**config.mk**
```make
export PLATFORM = sky130hd
export DESIGN_NAME = instr_fetch
export DESIGN_NICKNAME = d
export VERILOG_FILES = /design/src/rtl/cpu_pkg.sv /design/src/rtl/fetch_queue.sv /design/src/rtl/instr_fetch.sv
export SDC_FILE = /design/constraint.sdc
export NUM_CORES = 1
export LEC_CHECK = 0
export BUFFER_PORTS_ARGS = -buffer_cell sky130_fd_sc_hd__buf_2
export CAP_MARGIN = 20
export CORE_AREA = 4 4 191 193
export DETAILED_ROUTE_END_ITERATION = 10
export DIE_AREA = 0 0 195 197
export SYNTH_ARGS = -nofsm -noshare
export SYNTH_HDL_FRONTEND = slang
export SYNTH_SLANG_ARGS = --single-unit
```
**constraint.sdc**
```tcl
create_clock -name clk -period 3.72 [get_ports clk]
set_input_delay 0.744 -clock clk [delete_from_list [all_inputs] [get_ports clk]]
set_output_delay 0.744 -clock clk [all_outputs]
set_load 0.05 [all_outputs]
```
**src/rtl/cpu_pkg.sv**
```systemverilog
// Shared definitions for the fetch front end.
// Holds the instruction/address widths, the decoder field positions, the
// fetch FSM state type and the {instr, pc} queue entry layout.
package cpu_pkg;

   localparam int XLEN    = 32;           // instruction word width
   localparam int ADDR_W  = 32;           // byte address width
   localparam int OP_MSB  = 31;
   localparam int OP_LSB  = 26;
   localparam int FC_MSB  = 5;
   localparam int FC_LSB  = 0;
   localparam int ENTRY_W = XLEN + ADDR_W;

   // IDLE: nothing outstanding, BUSY: live request outstanding,
   // DROP: request outstanding whose data must be thrown away
   typedef enum logic [1:0] {
      IDLE = 2'd0,
      BUSY = 2'd1,
      DROP = 2'd2
   } fetch_state_t;

   typedef struct packed {
      logic [XLEN-1:0]   instr;
      logic [ADDR_W-1:0] pc;
   } fetch_entry_t;

endpackage

```
**src/rtl/fetch_queue.sv**
```systemverilog
// Small circular FIFO holding fetched {instr, pc} entries.
// Ports: clk, rst (sync, active high), push/din write, pop advances the head,
//        flush empties the queue (priority over push/pop), head is the oldest
//        entry (combinational), count is the occupancy 0..DEPTH.
// The caller guarantees no push when full and no pop when empty.
module fetch_queue #(
   parameter  int DEPTH = 2,
   parameter  int WIDTH = 64,
   localparam int PW    = (DEPTH > 1) ? $clog2(DEPTH) : 1,
   localparam int CW    = $clog2(DEPTH + 1)
) (
   input  logic             clk,
   input  logic             rst,
   input  logic             push,
   input  logic             pop,
   input  logic             flush,
   input  logic [WIDTH-1:0] din,
   output logic [WIDTH-1:0] head,
   output logic [CW-1:0]    count
);

   logic [WIDTH-1:0] mem [DEPTH];
   logic [PW-1:0]    rd_ptr;
   logic [PW-1:0]    wr_ptr;

   function automatic logic [PW-1:0] next_ptr(input logic [PW-1:0] p);
      return (p == PW'(DEPTH - 1)) ? '0 : p + PW'(1);
   endfunction

   assign head = mem[rd_ptr];

   always_ff @(posedge clk) begin
      if (rst) begin
         for (int i = 0; i < DEPTH; i++) mem[i] <= '0;
         rd_ptr <= '0;
         wr_ptr <= '0;
         count  <= '0;
      end else if (flush) begin
         // stale entries stay in storage; only the bookkeeping is cleared
         rd_ptr <= '0;
         wr_ptr <= '0;
         count  <= '0;
      end else begin
         if (push) begin
            mem[wr_ptr] <= din;
            wr_ptr      <= next_ptr(wr_ptr);
         end
         if (pop) rd_ptr <= next_ptr(rd_ptr);
         case ({push, pop})
            2'b10:   count <= count + CW'(1);
            2'b01:   count <= count - CW'(1);
            default: count <= count;
         endcase
      end
   end

endmodule

```
**src/rtl/instr_fetch.sv**
```systemverilog
// Instruction fetch stage: issues word fetches to instruction memory, buffers
// up to two returned words with their PCs, and presents the head entry.
// Ports: clk, rst (sync, active high)
//        imem_req/imem_addr out, imem_ack/imem_rdata in (ack completes request)
//        stall (head held), redirect/redirect_pc (flush and restart)
//        instr_valid/instr/op/fc/pc_out/pc_plus4 describe the head entry.
module instr_fetch
   import cpu_pkg::*;
#(
   parameter logic [ADDR_W-1:0] RESET_PC = 32'h0000_0000
) (
   input  logic              clk,
   input  logic              rst,
   output logic              imem_req,
   output logic [ADDR_W-1:0] imem_addr,
   input  logic              imem_ack,
   input  logic [XLEN-1:0]   imem_rdata,
   input  logic              stall,
   input  logic              redirect,
   input  logic [ADDR_W-1:0] redirect_pc,
   output logic              instr_valid,
   output logic [XLEN-1:0]   instr,
   output logic [5:0]        op,
   output logic [5:0]        fc,
   output logic [ADDR_W-1:0] pc_out,
   output logic [ADDR_W-1:0] pc_plus4
);

   fetch_state_t      state;
   logic [ADDR_W-1:0] pc;         // next fetch address
   logic [ADDR_W-1:0] drop_addr;  // address of the killed request still on the bus
   logic [1:0]        count;
   fetch_entry_t      head_e;
   fetch_entry_t      push_e;
   logic              fire;
   logic              push;
   logic              pop;

   // A new fetch starts only with room in the queue; the redirect term keeps
   // a fetch of the stale PC from launching in the cycle the PC is replaced.
   assign imem_req  = !rst && ((state != IDLE) || (count < 2'd2 && !redirect));
   assign imem_addr = (state == DROP) ? drop_addr : pc;

   assign fire   = imem_req && imem_ack;
   assign push   = fire && (state != DROP) && !redirect;
   assign pop    = instr_valid && !stall && !redirect;
   assign push_e = '{instr: imem_rdata, pc: pc};

   fetch_queue #(.DEPTH(2), .WIDTH(ENTRY_W)) u_queue (
      .clk   (clk),
      .rst   (rst),
      .push  (push),
      .pop   (pop),
      .flush (redirect),
      .din   (push_e),
      .head  (head_e),
      .count (count)
   );

   // Head view is forced to zero while in reset, before the entries clear.
   assign instr_valid = !rst && (count != 2'd0);
   assign instr       = rst ? '0 : head_e.instr;
   assign pc_out      = rst ? '0 : head_e.pc;
   assign op          = instr[OP_MSB:OP_LSB];
   assign fc          = instr[FC_MSB:FC_LSB];
   assign pc_plus4    = pc_out + 32'd4;

   always_ff @(posedge clk) begin
      if (rst) begin
         state     <= IDLE;
         pc        <= RESET_PC;
         drop_addr <= '0;
      end else if (redirect) begin
         pc <= redirect_pc;
         case (state)
            BUSY: begin
               if (fire) state <= IDLE;
               else begin
                  // the bus still owes us this address; remember it so the
                  // request stays stable until its ack arrives
                  state     <= DROP;
                  drop_addr <= pc;
               end
            end
            DROP:    state <= fire ? IDLE : DROP;
            default: state <= IDLE;
         endcase
      end else begin
         case (state)
            IDLE: begin
               if (imem_req) begin
                  if (imem_ack) pc <= pc + 32'd4;
                  else          state <= BUSY;
               end
            end
            BUSY: begin
               if (imem_ack) begin
                  pc    <= pc + 32'd4;
                  state <= IDLE;
               end
            end
            DROP:    if (imem_ack) state <= IDLE;
            default: state <= IDLE;
         endcase
      end
   end

endmodule

```
==> metrics.cfg, run 1 <==
[status]
status=complete, no violations

[synth]
synth_edf_count=128
ys_ff_latch=199
netlist_area_sq_um=10300
avgSynthCellArea_sq_um=10.9
ys_seq_area_frac=0.511
yosysWarnings=0
netlist_instances=946
synth_flop_cell=edfxtp_1
synthArstFlopShare=0
syn_nets=1021
synth.distinct_cells=64

[sta]
setup-tns-final_ps=0
finalCritPeriodShare=0.990
rsz0062_at_grt=yes
hold_violations=0
fin_ws_ps=38.0
relSlewSlack=0.515
worst_pin_slew_ps=727
min_period_ps=3680
skew_ps=10.8
slew_viol_final=0
timing.fmax_mhz=272
finalSetupViolations=0

[worst_hold_path]
min_to=drop_addr[1]
whs_path_depth=2
hold_class=reg2reg
hold_path.startpoint=drop_addr[1]

[cells_and_area]
final_cell_mix=200 x buf_2, 128 x and2_1, 128 x edfxtp_1
final_common_cell=buf_2
nets=1204
syn_to_final_growth_pct=25.8
final_area_sq_um=13000
layout-drive-gt1-share=0.321

[floorplan]
die_height_um=197
die_w_um=195
start_util=0.298
num_io_pins=211
design.die.area_sq_um=38400
num_rows=68
coreArea_sq_um=34500

[clock_tree]
cts-root-buf=clkbuf_16
cts-buffers-inserted=17
cts_sinks=199
postCtsHoldBufs=0
cts.path.max_buffers=2
clkLatencyLatePin_ps=440
clk_pin_slew_ps=80
cts_tree=yes
h-tree-depth=4

[route]
drt_iter0_markers=416
routedWlPerCell_um=17.3
ant_nets=0
drc=0
drtPass1Iterations=5
vias=7476
vias_per_cell=4.68
drt_wl_total_um=27700

[grt]
antenna_found_initial=5
grt.total_usage=0.141
grt_pass1_vias=7397
grt_pass1_wl_um=42800
grt_max_degree=64
gr-total-overflow=0

[setup_path]
ff2ff_path_depth=5
reg2reg_to=pc[30]
worstSetupStartpointType=flop
cp.required_ps=2980
worstReg2RegStart=pc[4]
reg2reg_slack_ps=1410
critPathArrivalTime_ps=2940
crit_type=reg2out
cp_max_fo=8
endpoint_kind=output port

[power]
vdd_ir_drop_max_uv=292
static-leakage-power_uw=0.00536
p_per_area_nw_per_um2=407

[placement]
place_congestion=0.788
placed_area_sq_um=12200
dp_hpwl_um=20100
port_buffers=210
pre_cts_slack_ps=-23.5

[job]
drv_cap=0

==> synth_stat cells, types with 14 or more instances <==
library cell  count  area (sq um)
buf_2            14          70.1
xnor2_1          27           236
buf_4            16           120
nor4_1           14          87.6
dfxtp_1          71          1420
and2_1          128           801
a21oi_1          16          80.1
nor3_1           21           105
nor2_1          124           465
mux2_2           28           315
o21ai_0          15          75.1
clkbuf_1         45           169
edfxtp_1        128          3840
xor2_1           26           228
mux2i_1          99           991
nand3_1          17          85.1
nand2_1          27           101
==> cells by family (layout without fill, tap and decap cells) <==
family	count (synthesis)	in the layout	synth area share
muxes	127	127	0.127
xor gates and xnor gates	53	53	0.0450
adders and majority gates	6	6	0.00728
buffers and inverters	91	287	0.0433
AOI/OAI and AO/OA	77	77	0.0577
other	0	2	0
and+or+nand+nor	393	393	0.209
DFF	199	199	0.511
==> final cells by class <==
class                   instances  area (sq um)
diodes                          2          5.00
clock buffers                  17           425
clock inverters                15           215
fillers                      3481         21600
inverters                      10          41.3
multi-input cells             656          4980
flip-flops and latches        199          5270
well taps                     455           569
repair buffers                245          1460
==> metal layers <==
layer  global-route usage  vias to the layer above  wire length (um)
met5                    0                        -                27
met4               0.0372                        6               388
met3               0.0289                       29              1230
met2                0.228                      167             13300
met1                0.194                     3592             12800
li1                     -                     3682                 -
==> how the worst max path moves through the flow <==
stage                         endpoint  from  depth (start not counted)  slack [ps]
after floorplan           pc_plus4[14]   rst                         11        -470
after global routing      pc_plus4[13]  flop                          9        -120
after global placement    pc_plus4[22]   rst                         10          20
after detailed placement  pc_plus4[24]   rst                         10         -20
after CTS                 pc_plus4[24]  flop                         11           4
final                     pc_plus4[22]  flop                         11          40
==> through the flow <==
stage	instances	hold WS (ps)	total power, uW	utilization
4_1_cts	1593	500	5330	0.373
2_1_floorplan	946	458	3130	-
6_report	1599	493	5270	0.375
5_1_grt	1597	532	5470	0.375
3_3_place_gp	1560	469	3360	0.352
3_5_place_dp	1560	482	3370	0.352
==> what timing repair did <==
action / 4_1_cts / 5_1_grt
pin swaps: 1 / 8
endpoints found under the setup margin: 16 / 18
setup buffers: 1 / 4
resized for setup: 20 / 10
==> registers in the layout, indices dropped and copies added, names as in the netlist, named ones only <==
signal and count:
drop_addr 32, pc 32, state 2, u_queue.count 2, u_queue.mem 128, u_queue.rd_ptr 1, u_queue.wr_ptr 1
==> report_power, final <==
| group | total (uW) | internal [uW] | switching [uW] |
|---|---|---|---|
| sequential | 2530 | 2440 | 86.0 |
| clock | 1960 | 995 | 964 |
| combinational | 788 | 227 | 561 |
| total | 5270 | 3660 | 1610 |
==> worst max-delay path: stages (launching register included) <==
cell        delay (ps)
dfxtp_4            370
mux2i_2            180
or2_4              260
clkinvlp_4          90
ha_4               160
nand4b_1           150
a211oi_4           360
nand4_4            140
buf_12             180
nor3b_4            270
xor2_4             160
buf_6              170
Power figures use the tool's default switching activity.
==> run 2, diff against run 1 <==
==> constraint.sdc (replaced) <==
create_clock -name clk -period 3.72 [get_ports clk]
set_input_delay 0.744 -clock clk [delete_from_list [all_inputs] [get_ports clk]]
set_output_delay 0.744 -clock clk [all_outputs]
set_load 0.02 [all_outputs]
==> metrics.cfg, run 2 (synthesized netlist as in run 1, its figures left out) <==
[power]
fin_total_pwr_uw=4960
p_per_area_nw_per_um2=397
switching_share=0.264
vdd_ir_drop_max_uv=318
seqPwrFrac=0.509
static-leakage-power_uw=0.00513
combPwrFrac=0.115
power.switching_uw=1310
internal_power_uw=3650
p_clk_frac=0.376

[clock_tree]
clkLatencyLatePin_ps=440
cts_sinks=199
cts_tree=yes
cts-buffers-inserted=17
clk_pin_slew_ps=70
h-tree-depth=4
postCtsHoldBufs=0
cts.path.max_buffers=2
cts-root-buf=clkbuf_16

[grt]
grt.total_usage=0.140
antenna_found_initial=4
grt_pass1_vias=7236
grt_max_degree=65
grt_pass1_wl_um=42500
gr-total-overflow=0

[floorplan]
die_w_um=195
design.die.area_sq_um=38400
coreArea_sq_um=34500
num_io_pins=211
start_util=0.298
num_rows=68
die_height_um=197

[placement]
place_congestion=0.779
dp_hpwl_um=19600
port_buffers=210

[setup_path]
worstPathCellList=mux2i_2, or2_4, inv_6, ha_4, nand4b_1, a211oi_4, nand4_4, nor3_2, xor2_2, buf_2
worst_path_max_delay_cell=dfxtp_4
critPathArrivalTime_ps=2870
endpoint_kind=output port
crit_type=reg2out
path_delay_family=simple AND/OR/NAND/NOR gates
path_buf_inv=2
cp.required_ps=2980
worstSetupStartpointType=flop
cp_max_fo=8
slowest_delay_ps=370

[sta]
relSlewSlack=0.518
min_period_ps=3610
finalCritPeriodShare=0.971
hold_violations=0
skew_ps=10.4
worst_pin_slew_ps=723
finalSetupViolations=0
rsz0062_at_grt=yes
timing.fmax_mhz=277
slew_viol_final=0

[route]
routedWlPerCell_um=17.2
drtPass1Iterations=5
drt_iter0_markers=449
drc=0
ant_nets=0
vias=7399
vias_per_cell=4.67
drt_wl_total_um=27300

[cells_and_area]
layout-drive-gt1-share=0.302
final_cell_mix=208 x buf_2, 128 x and2_1, 128 x edfxtp_1
fill_cells=3473
regMostFlops=u_queue.mem
final_common_cell=buf_2
largest_reg_flops=128
nets=1191
syn_to_final_growth_pct=21.3
top_regs=u_queue.mem: 128 flops, drop_addr: 32 flops, pc: 32 flops
fin_util=0.362

[status]
status=complete, no violations

[job]
drv_cap=0

[worst_hold_path]
hold_class=reg2reg

run 2: layout make-up:
cell class / instances / area [sq um] / area share
sequential: 199 / 5270 / 0.421
timing repair buffer: 232 / 1250 / 0.0999
multi-input combinational: 656 / 4780 / 0.382
inverter: 10 / 42.5 / 0.00340
clock buffer: 17 / 425 / 0.0340
clock inverter: 15 / 164 / 0.0131
tap: 455 / 569 / 0.0455
antenna: 2 / 5.00 / 0.000400
run 2: path summary, 6_finish.rpt:
kind / slack (ps) / depth (start not counted) / to / startpoint
setup / recovery: 110 / 10 / pc_plus4[30] / flop
hold / removal: 490 / 2 / drop_addr[0] / drop_addr[0]
setup reg to reg: 1430 / 5 / pc[30] / pc[4]
hold reg to reg: 490 / 2 / drop_addr[0] / drop_addr[0]
run 2: repair_timing:
action / in CTS / in global routing
resized for setup: 0 / 8
buffers inserted: 0 / 1
setup endpoints to repair: 0 / 15
run 2: tightest hold or removal path, delay by kind of cell, from the launching register on:
kind / cells / cell delay [ps]
flip-flops: 1 / 320
multiplexers: 1 / 60
AND/OR/NAND/NOR: 1 / 70
run 2: per-stage QoR:
stage	TNS [ps]	worst slack, ps	hold slack [ps]	instances	area [sq um]
after floorplan	-1.62	-0.811	458	946	10500
after global placement	0	241	470	1551	11900
after detailed placement	0	223	483	1551	11900
after CTS	0	60.6	500	1583	12500
after global routing	-53.5	-26.6	509	1586	12500
final	0	109	492	1586	12500
run 2: power by group through the flow:
stage / clock (uW) / sequential [uW] / combinational (uW)
after floorplan: 0 / 2530 / 397
after global placement: 0 / 2570 / 573
after detailed placement: 0 / 2580 / 578
after CTS: 1910 / 2520 / 579
after global routing: 2010 / 2540 / 622
final: 1870 / 2530 / 569
run 2: routing by layer:
layer,global-route usage,vias to the layer above,share of wire
met5,0,-,0.00077
met1,0.195,3556,0.46
met2,0.220,169,0.47
met4,0.0341,4,0.010
met3,0.0369,20,0.054
li1,-,3650,-
==> run 3, diff against run 2 <==
ABC_AREA = 1   (was unset)
CORE_AREA = 4 4 197 199   (was 4 4 191 193)
DIE_AREA = 0 0 201 203   (was 0 0 195 197)
clock period = 4.27 ns   (was 3.72 ns; I/O delays follow)
==> metrics.cfg, run 3 <==
[status]
status=complete, no violations

[synth]
syn_nets=1563
synthArstFlopShare=0
synth_top_cell_by_area=edfxtp_1
synthMostInstantiatedCell=nand2_1
synth.distinct_cells=36
netlist_area_sq_um=11100
yosys.area_share.simple=0.292
yosysWarnings=0
synthTopCellsByCount=330 x nand2_1, 308 x nor2_1, 183 x inv_1
synth_edf_count=128
netlist_instances=1488
synth-xor-area-share=0.0151
synth_fa_ha_area_frac=0.00679
ys_seq_area_frac=0.476
synth-compound-area-share=0.0981
synth_flop_cell=edfxtp_1
synth.top_cell.area_share=0.348
ys_ff_latch=199
avgSynthCellArea_sq_um=7.43
synthMuxAreaShare=0
synth_top_cells_by_area=edfxtp_1 35%, dfxtp_1 13%, nand2_1 11%, nor2_1 10%, inv_1 6.2%
synth_top_family_by_area=simple AND/OR/NAND/NOR gates

[route]
drt_iter0_markers=719
met1_length_um=15200
drt_wl_total_um=33100
vias=9883
drtPass1Iterations=5
routedWlPerCell_um=15.5
ant_nets=0
drc=0
top_layer=met4
wl_met2_um=14900
vias_per_cell=4.62
route.met3.wl_um=2030

[cells_and_area]
syn_to_final_growth_pct=17.0
fill_cells=3936
nets=1727
layout-drive-gt1-share=0.195
regMostFlops=u_queue.mem
final_cell_mix=327 x nand2_1, 308 x nor2_1, 210 x buf_2
top_regs=u_queue.mem: 128 flops, drop_addr: 32 flops, pc: 32 flops
fin_util=0.347
final_common_cell=nand2_1
largest_reg_flops=128
antenna_cells=0

[setup_path]
crit_type=in2out
critPathArrivalTime_ps=2770
path_delay_family=buffers and inverters
worstPathCellList=buf_2, inv_4, nand3_1, inv_1, ha_1, inv_1, nor3_2, nand3b_1, nand2_1, buf_2
ff2ff_path_depth=8
cp.depth=10
worst_path_max_delay_cell=nor3_2
cp.required_ps=3420
path_buf_inv=5
worstSetupStartpointType=input pin
reg2reg_slack_ps=1660
cp_max_fo=23
endpoint_kind=output port
worstReg2RegStart=state[0]
reg2reg_to=u_queue.mem[0][26]
slowest_delay_ps=350

[clock_tree]
cts_setup_buffers=0
postCtsHoldBufs=0
h-tree-depth=4
cts.path.max_buffers=2
clk_pin_slew_ps=70
cts_tree=yes
cts-root-buf=clkbuf_16
ctsResizeCount=0
cts_sinks=199
clkLatencyLatePin_ps=440
cts-buffers-inserted=17

[sta]
slew_viol_final=0
worst_pin_slew_ps=891
min_period_ps=3630
fin_ws_ps=643
hold_violations=0
rsz0062_at_grt=no
setup-tns-final_ps=0
skew_ps=12.5
relSlewSlack=0.406
fin_hold_ws_ps=445
finalSetupViolations=0
finalCritPeriodShare=0.849
timing.fmax_mhz=276

[floorplan]
start_util=0.297
die_w_um=201
design.die.area_sq_um=40800
num_rows=71
coreArea_sq_um=37200
die_height_um=203
num_io_pins=211

[grt]
antenna_found_initial=0
grt_pass1_vias=9045
gr-total-overflow=0
grt.total_usage=0.158
grt_max_degree=66
grt_pass1_wl_um=51000

[power]
vdd_ir_drop_max_uv=217
static-leakage-power_uw=0.00567
p_per_area_nw_per_um2=356

[placement]
dp_hpwl_um=24200
pre_cts_slack_ps=637
port_buffers=210
place_congestion=0.870

[worst_hold_path]
hold_class=reg2reg
hold_path.startpoint=drop_addr[23]
min_to=drop_addr[23]
whs_path_depth=2

[job]
drv_cap=0

[run 3: changes by cell type in the layout (fill, tap and decap cells not counted), moves of 98 or more]
cell	before	now
and2_1	128	4
nand2_1	27	327
nor2_1	122	308
inv_1	8	183
mux2i_1	98	0
o21ai_0	15	135
[run 3: worst max path at each step]
stage                     slack (ps)  startpoint           endpoint
after global placement           680         rst       pc_plus4[28]
final                            640         rst       pc_plus4[28]
after CTS                        620         rst       pc_plus4[28]
after global routing             470         rst       pc_plus4[28]
after floorplan                  380    redirect  u_queue.mem[1][0]
after detailed placement         640         rst       pc_plus4[28]
[run 3: cells by family after synthesis]
| kind of cell | after synthesis |
|---|---|
| AOI/OAI and AO/OA | 213 |
| adders and majority gates | 6 |
| buffers and inverters | 273 |
| xor gates and xnor gates | 19 |
| DFF | 199 |
| and+or+nand+nor | 778 |
[run 3: tightest hold or removal path, delay by kind of cell (launching register included)]
kind            cells  cell delay, ps
compound gates      1              50
buf+inv             1              40
flops               1             310
[run 3: final cells by class]
class,count,area [sq um],share of cell area
clock inverter,10,86.3,0.00668
inverter,189,713,0.0552
timing repair buffer,229,1210,0.0933
clock buffer,22,495,0.0383
tap,474,593,0.0459
sequential,199,5270,0.407
multi-input combinational,1016,4570,0.353
[run 3: through the flow]
step           instances  instance area (sq um)  power (uW)
4_1_cts             2138                  12900        4640
3_5_place_dp        2106                  12300        3040
2_1_floorplan       1488                  11100        2770
3_3_place_gp        2106                  12300        3030
6_report            2139                  12900        4600
5_1_grt             2139                  12900        4800
[run 3: per-layer routing]
metal / up-vias / global-route usage
li1: 5002 / -
met1: 4520 / 0.215
met2: 310 / 0.249
met3: 51 / 0.0337
met4: 0 / 0.0563
met5: - / 0
[run 3: power breakdown]
group	internal (uW)	leakage (uW)	switching [uW]
clock	886	0.000288	713
combinational	213	0.00347	544
sequential	2170	0.00191	73.0
